$ cat src/rtl/aes50_rmii_pkg.sv
// Shared types and constants for the AES50 RMII framers.
// Holds the receive FSM states, the CRC-32 constants and the 2-bit CRC step.
package aes50_rmii_pkg;

  typedef enum logic [1:0] {
    StIdle,
    StPreamble,
    StData,
    StDiscard
  } rx_state_t;

  localparam logic [31:0] CRC32_POLY    = 32'hEDB8_8320;
  localparam logic [31:0] CRC32_INIT    = 32'hFFFF_FFFF;
  localparam logic [31:0] CRC32_RESIDUE = 32'hDEBB_20E3;

  localparam logic [1:0] DIBIT_PRE   = 2'b01;
  localparam logic [1:0] DIBIT_SFD   = 2'b11;
  localparam logic [1:0] DIBIT_FALSE = 2'b10;

  // Reflected CRC-32 advanced by one dibit; d[0] is first on the wire.
  function automatic logic [31:0] crc32_d2_next(input logic [31:0] crc, input logic [1:0] d);
    logic [31:0] c;
    c = crc;
    for (int i = 0; i < 2; i++) begin
      c = (c >> 1) ^ ((c[0] ^ d[i]) ? CRC32_POLY : 32'h0);
    end
    return c;
  endfunction

endpackage

$ cat src/rtl/aes50_crc32_d2.sv
// Registered CRC-32 (802.3, reflected) consuming one dibit per enabled cycle.
// Shared by the receive and transmit framers.
module aes50_crc32_d2
  import aes50_rmii_pkg::*;
(
  input  logic        sclk,
  input  logic        reset_n,
  input  logic        init,
  input  logic        en,
  input  logic [1:0]  din,
  output logic [31:0] crc
);

  logic [31:0] crc_q, crc_d;

  always_comb begin
    crc_d = crc_q;
    if (init) begin
      crc_d = CRC32_INIT;
    end else if (en) begin
      crc_d = crc32_d2_next(crc_q, din);
    end
  end

  always_ff @(posedge sclk or negedge reset_n) begin
    if (!reset_n) begin
      crc_q <= CRC32_INIT;
    end else begin
      crc_q <= crc_d;
    end
  end

  assign crc = crc_q;

endmodule

$ cat src/rtl/aes50_rmii_rx_framer.sv
// AES50 RMII receive framer: strips preamble/SFD, assembles LSB-first bytes,
// checks CRC-32 and emits a delimited byte stream with status and counters.
module aes50_rmii_rx_framer
  import aes50_rmii_pkg::*;
#(
  parameter int unsigned MIN_LEN = 64,
  parameter int unsigned MAX_LEN = 1536
) (
  input  logic        sclk,
  input  logic        reset_n,
  input  logic [2:0]  rxd_q,
  output logic [7:0]  rx_data,
  output logic        rx_valid,
  output logic        rx_sof,
  output logic        rx_eof,
  output logic        rx_crc_ok,
  output logic        rx_err,
  output logic [15:0] frame_cnt,
  output logic [15:0] err_cnt
);

  localparam int unsigned CntW = $clog2(MAX_LEN + 2);
  localparam logic [CntW-1:0] OversizeCnt = CntW'(MAX_LEN + 1);
  localparam logic [CntW-1:0] MinCnt      = CntW'(MIN_LEN);

  logic [2:0]      samp_q, prev_q;
  logic [1:0]      primed_q;
  rx_state_t       state_q, state_d;
  logic [1:0]      phase_q, phase_d;
  logic [CntW-1:0] byte_cnt_q, byte_cnt_d, byte_cnt_inc;
  logic [7:0]      shift_q, shift_d, held_q, held_d, byte_new;
  logic            have_held_q, have_held_d;
  logic            sof_pend_q, sof_pend_d;
  logic            valid_d, sof_d, eof_d, crc_ok_d, err_d;
  logic            crc_init, crc_en, crc_match;
  logic [31:0]     crc;
  logic            crs, carrier_end;
  logic [1:0]      dibit;

  // Two-deep sample pipe: prev_q is the dibit being decided, samp_q is the
  // look-ahead that tells a single-cycle CRS_DV toggle from a real carrier end.
  always_ff @(posedge sclk or negedge reset_n) begin
    if (!reset_n) begin
      samp_q   <= '0;
      prev_q   <= '0;
      primed_q <= '0;
    end else begin
      samp_q   <= rxd_q;
      prev_q   <= samp_q;
      primed_q <= {primed_q[0], 1'b1};
    end
  end

  assign crs          = prev_q[2];
  assign dibit        = prev_q[1:0];
  assign carrier_end  = primed_q[1] && !prev_q[2] && !samp_q[2];
  assign byte_new     = {dibit, shift_q[7:2]};
  assign byte_cnt_inc = byte_cnt_q + 1'b1;
  assign crc_match    = (crc == CRC32_RESIDUE);

  aes50_crc32_d2 u_crc (
    .sclk    (sclk),
    .reset_n (reset_n),
    .init    (crc_init),
    .en      (crc_en),
    .din     (dibit),
    .crc     (crc)
  );

  always_comb begin
    state_d     = state_q;
    phase_d     = phase_q;
    byte_cnt_d  = byte_cnt_q;
    shift_d     = shift_q;
    held_d      = held_q;
    have_held_d = have_held_q;
    sof_pend_d  = sof_pend_q;
    valid_d     = 1'b0;
    sof_d       = 1'b0;
    eof_d       = 1'b0;
    crc_ok_d    = 1'b0;
    err_d       = 1'b0;
    crc_init    = 1'b0;
    crc_en      = 1'b0;
    unique case (state_q)
      StIdle: begin
        if (crs) begin
          if (dibit == DIBIT_PRE) begin
            state_d = StPreamble;
          end else if (dibit != 2'b00) begin
            state_d = StDiscard;
          end
        end
      end
      StPreamble: begin
        if (carrier_end) begin
          state_d = StIdle;
        end else if (dibit == DIBIT_SFD) begin
          state_d     = StData;
          crc_init    = 1'b1;
          byte_cnt_d  = '0;
          phase_d     = 2'd0;
          have_held_d = 1'b0;
          sof_pend_d  = 1'b1;
        end else if (dibit == DIBIT_FALSE) begin
          state_d = StDiscard;
        end
      end
      StData: begin
        if (carrier_end) begin
          state_d = StIdle;
          if (have_held_q) begin
            valid_d  = 1'b1;
            eof_d    = 1'b1;
            sof_d    = sof_pend_q;
            crc_ok_d = crc_match;
            err_d    = !crc_match || (phase_q != 2'd0) || (byte_cnt_q < MinCnt);
          end
        end else begin
          crc_en  = 1'b1;
          phase_d = phase_q + 2'd1;
          shift_d = byte_new;
          if (phase_q == 2'd3) begin
            byte_cnt_d = byte_cnt_inc;
            if (byte_cnt_inc == OversizeCnt) begin
              // Close the frame on the last in-range byte and drop the rest.
              valid_d = 1'b1;
              eof_d   = 1'b1;
              err_d   = 1'b1;
              sof_d   = sof_pend_q;
              state_d = StDiscard;
            end else begin
              held_d      = byte_new;
              have_held_d = 1'b1;
              if (have_held_q) begin
                valid_d    = 1'b1;
                sof_d      = sof_pend_q;
                sof_pend_d = 1'b0;
              end
            end
          end
        end
      end
      StDiscard: begin
        if (carrier_end) begin
          state_d = StIdle;
        end
      end
    endcase
  end

  // Reset lands in discard so a release during an active carrier waits it out.
  always_ff @(posedge sclk or negedge reset_n) begin
    if (!reset_n) begin
      state_q     <= StDiscard;
      phase_q     <= 2'd0;
      byte_cnt_q  <= '0;
      shift_q     <= '0;
      held_q      <= '0;
      have_held_q <= 1'b0;
      sof_pend_q  <= 1'b0;
    end else begin
      state_q     <= state_d;
      phase_q     <= phase_d;
      byte_cnt_q  <= byte_cnt_d;
      shift_q     <= shift_d;
      held_q      <= held_d;
      have_held_q <= have_held_d;
      sof_pend_q  <= sof_pend_d;
    end
  end

  always_ff @(posedge sclk or negedge reset_n) begin
    if (!reset_n) begin
      rx_data   <= '0;
      rx_valid  <= 1'b0;
      rx_sof    <= 1'b0;
      rx_eof    <= 1'b0;
      rx_crc_ok <= 1'b0;
      rx_err    <= 1'b0;
      frame_cnt <= '0;
      err_cnt   <= '0;
    end else begin
      rx_valid  <= valid_d;
      rx_sof    <= sof_d;
      rx_eof    <= eof_d;
      rx_crc_ok <= crc_ok_d;
      rx_err    <= err_d;
      if (valid_d) begin
        rx_data <= held_q;
      end
      if (eof_d && (frame_cnt != 16'hFFFF)) begin
        frame_cnt <= frame_cnt + 16'd1;
      end
      if (eof_d && err_d && (err_cnt != 16'hFFFF)) begin
        err_cnt <= err_cnt + 16'd1;
      end
    end
  end

endmodule

$ cat config.mk
export PLATFORM = sky130hd
export DESIGN_NAME = aes50_rmii_rx_framer
export DESIGN_NICKNAME = d
export VERILOG_FILES = /design/src/rtl/aes50_rmii_pkg.sv /design/src/rtl/aes50_crc32_d2.sv /design/src/rtl/aes50_rmii_rx_framer.sv
export SDC_FILE = /design/constraint.sdc
export NUM_CORES = 1
export LEC_CHECK = 0
export CORE_MARGIN = 2
export CORE_UTILIZATION = 46
export CTS_CLUSTER_SIZE = 24
export DETAILED_ROUTE_END_ITERATION = 10
export PLACE_DENSITY_LB_ADDON = 0.25
export SYNTH_ARGS = -nofsm -noshare
export SYNTH_HDL_FRONTEND = slang
export SYNTH_HIERARCHICAL = 1
export SYNTH_SLANG_ARGS = --single-unit
export TNS_END_PERCENT = 30
$ cat constraint.sdc
create_clock -name sclk -period 3.2 [get_ports sclk]
set_input_delay 0.8 -clock sclk [delete_from_list [all_inputs] [get_ports sclk]]
set_output_delay 0.8 -clock sclk [all_outputs]
set_load 0.03 [all_outputs]
==> run_results.csv, run 1 <==
group,metric,value,unit
setup_path,critPathSlowestCell,"or4_1",
floorplan,core_area,12000,um2
yosys,ys.flop_type,"dfrtp_1",
setup_path,cp.arrival,3180,ps
setup_path,critPathTopFamily,"simple AND/OR/NAND/NOR gates",
timing,finalSetupTns,0,ps
pwr,p_total,6.34,mW
grt,grt_remaining_overflow,0,
floorplan,die_area,13100,um2
cells_and_area,nets,556,
setup_path,path_cells,"nand3_1 > or4_1 > and4_4 > nor4_4 > a21oi_2 > nor3_1 > mux2_2",
yosys,ys_warn_count,6,
yosys,syn_area_per_cell,11.4,um2
clocking,cts_resized,0,
floorplan,start_util,47.1,%
yosys,yosysMostFrequentCell,"dfrtp_1",
grt,antenna_found_initial,0,
clocking,clockBufferDepth,2,
setup_path,crit_start,"byte_cnt_q[2]",
floorplan,num_rows,40,
cells_and_area,area_delta_synth_final,22.9,%
place,io_buffers,49,
cells_and_area,antenna_cells,0,
floorplan,dieHeight,115,um
clocking,clock_latency,420,ps
routing,drt_pass1_iterations,4,
setup_path,rr_startpoint,"byte_cnt_q[2]",
setup_path,crit_cells,7,
timing,hold_violations,0,
setup_path,worst_setup_path_end_kind,"register",
clocking,h-tree-depth,4,
place,dp_hpwl,7.39,mm
flow_run,maxCapViolCount,0,
hold_path,hold_path_class,"reg2reg",
cells_and_area,drive_gt1_share,19.4,%
routing,drt_iter0_markers,250,
clocking,clk_pin_slew_worst_paths,50,ps
grt,grt_pass1_vias,4025,
setup_path,worst-path-buf-inv,0,
grt,grt_util_all_layers,19.3,%
yosys,yosys-top-cells-count,"dfrtp_1, nand2_1, dfstp_2, xnor2_1, a211o_1",
timing,fin_crit,2870,ps
pwr,p_leak,3.06,nW
clocking,root_buffer,"clkbuf_16",
yosys,yosysSeqAreaShare,52.3,%
timing,fin_crit_sh,89.8,%
clocking,numCtsBuffers,17,
yosys,synth_nets,505,
setup_path,cpPeakStageDelay,540,ps
place,routabilityCongestion,0.825,
floorplan,pin_count,50,
status,outcome,"finished, final reports clean",
routing,vias_per_cell,5.64,
setup_path,critPathKind,"reg2reg",
pwr,peakVddDrop,587,uV
timing,slew-limit-headroom,32.4,%
setup_path,critPathMaxFanout,16,
yosys,synth_top_area_share,36.4,%
yosys,synthCells,494,
yosys,synth_seq_cells,116,
setup_path,r2r_end,"err_cnt[1]",
pwr,p_per_area,917,nW/um2
setup_path,r2r_slack,330,ps
yosys,synth_edf_count,0,
yosys,synthDistinctLibCells,58,
setup_path,ff2ff_path_depth,7,
routing,postRouteAntennaNets,0,
grt,grt_start_max_net_pins,54,
timing,maxClockFrequency,348,MHz
yosys,yosysTopAreaCell,"dfrtp_1",
timing,finalSetupViolations,0,
yosys,synthTopCellsByArea,"dfrtp_1, dfstp_2, mux2_2, xnor2_1, a211o_1",
routing,wl_per_cell,16.4,um
floorplan,die_x,115,um
setup_path,cp-start-kind,"register",
yosys,syn_area,5630,um2
timing,fin_skew,19.6,ps
clocking,clock_sinks,116,
clocking,cts_hold_buf,0,
routing,routed_wl,11.6,mm
yosys,synth_async_sr_flop_share,100,%
clocking,postCtsSetupRepairBufs,0,
timing,rsz0062_at_grt,"false",
grt,grt_pass1_wl,19.6,mm
routing,drc,0,
routing,vias,3978,
setup_path,critical_path.endpoint,"err_cnt[1]",
timing,slew_violations,0,
timing,worst_pin_slew,1010,ps
setup_path,worstPathRequired,3500,ps
clocking,tritoncts,"done",
## worst reg2reg max path, cell delays in order, from the launching register on
cell and delay (ps):
dfrtp_1 470, nand3_1 280, or4_1 540, and4_4 190, nor4_4 310, a21oi_2 230, nor3_1 370, mux2_2 370
## state kept, by name, indices dropped and copies added (netlist names), 2 cells and up
signal      count
phase_q         2
byte_cnt_q     11
held_q          8
samp_q          3
prev_q          3
u_crc/crc      32
err_cnt        16
state_q         2
frame_cnt      16
primed_q        2
shift_q         6
rx_data         8
## per-layer routing
metal / routed length (um) / up-vias / GRT usage, %
met3: 478 / 4 / 6.35
met1: 5180 / 2007 / 24.0
li1: - / 1880 / -
met5: 0 / - / 0
met2: 5850 / 87 / 32.1
met4: 78 / 0 / 5.37
## stage by stage
stage                     cell area (um2)  hold slack (ps)  worst slack (ps)  util [%]  std cells
after floorplan                      5630              331               480         -        494
after global placement               6250              332               420      52.2        673
after detailed placement             6250              335               349      52.2        673
after CTS                            6920              347               330      57.9        705
after global routing                 6920              362               105      57.9        705
final                                6920              346               326      57.9        705
## worst min path at each step
| stage | from | endpoint | slack [ps] | cells past startpoint |
|---|---|---|---|---|
| finish | samp_q[0] | prev_q[0] | 350 | 0 |
| global route | samp_q[0] | prev_q[0] | 360 | 0 |
| CTS | samp_q[0] | prev_q[0] | 350 | 0 |
| detailed placement | samp_q[0] | prev_q[0] | 330 | 0 |
| global placement | primed_q[0] | primed_q[1] | 330 | 0 |
| floorplan | samp_q[0] | prev_q[0] | 330 | 0 |
## final cells by class
| type | count | area (um2) |
|---|---|---|
| Fill cell | 983 | 5040 |
| Timing Repair Buffer | 57 | 561 |
| Multi-Input combinational cell | 339 | 2510 |
| Clock buffer | 24 | 502 |
| Inverter | 14 | 52.6 |
| Clock inverter | 8 | 169 |
| Sequential cell | 116 | 2950 |
| Tap cell | 147 | 184 |
## layout by cell type, fill, tap and decap left out, drive strengths merged, types with 2 or more instances in the layout
| cell | Yosys | layout |
|---|---|---|
| clkinv | 0 | 3 |
| a211o | 26 | 26 |
| inv | 14 | 14 |
| nor2b | 18 | 18 |
| nand4b | 8 | 8 |
| nand2 | 36 | 36 |
| nand3 | 15 | 15 |
| a21oi | 12 | 12 |
| bufinv | 0 | 5 |
| nand3b | 2 | 2 |
| o21ai | 25 | 25 |
| clkdlybuf4s50 | 0 | 48 |
| ha | 6 | 6 |
| nor3 | 11 | 11 |
| nand2b | 3 | 3 |
| xnor2 | 33 | 33 |
| xor2 | 12 | 12 |
| nor4 | 9 | 9 |
| buf | 10 | 9 |
| dfrtp | 82 | 82 |
| nor2 | 18 | 18 |
| and4 | 2 | 2 |
| nor4b | 2 | 2 |
| a22o | 3 | 3 |
| nand4 | 13 | 13 |
| mux2 | 25 | 25 |
| o31ai | 5 | 5 |
| a31oi | 3 | 3 |
| dfstp | 34 | 34 |
| clkbuf | 15 | 24 |
| or4 | 9 | 9 |
| and3 | 8 | 8 |
| o211ai | 2 | 2 |
| and2 | 11 | 11 |
| xnor3 | 6 | 6 |
## where the power goes
part	switching (mW)	internal [mW]	leakage, nW
registers	0.346	2.05	1.45
clock network	0.636	1.48	0.330
logic	0.846	0.980	1.28
total	1.83	4.51	3.06
## kinds of logic (layout without fill, tap and decap cells)
kind of cell	count (synthesis)	in the layout	synth area share, %
simple gates	170	170	17.6
xor+xnor	51	51	9.87
buf+inv	39	103	3.20
mux	25	25	5.00
flops	116	116	52.3
fa+ha+maj	6	6	1.33
compound gates	86	86	10.7
other cells	1	1	0.0666
Power figures use the tool's default switching activity.
==> run 2, diff against run 1 <==
==> constraint.sdc (replaced) <==
create_clock -name sclk -period 3.2 [get_ports sclk]
set_input_delay 0.8 -clock sclk [delete_from_list [all_inputs] [get_ports sclk]]
set_output_delay 0.8 -clock sclk [all_outputs]
set_load 0.01 [all_outputs]
==> results of run 2 <==
Same layout as run 1 (identical final DEF). Status: finished, final reports clean.
Main changes from that run: total power 6.34 mW -> 6.25 mW
==> run 3, diff against run 2 <==
--- a/config.mk
+++ b/config.mk
@@ -5,6 +5,7 @@
 export SDC_FILE = /design/constraint.sdc
 export NUM_CORES = 1
 export LEC_CHECK = 0
+export ABC_CLOCK_PERIOD_IN_PS = 3200
 export CORE_MARGIN = 2
 export CORE_UTILIZATION = 46
 export CTS_CLUSTER_SIZE = 24
==> results of run 3 <==
Same layout as run 1 (identical final DEF). Status: finished, final reports clean.
Main changes from that run: total power 6.34 mW -> 6.25 mW
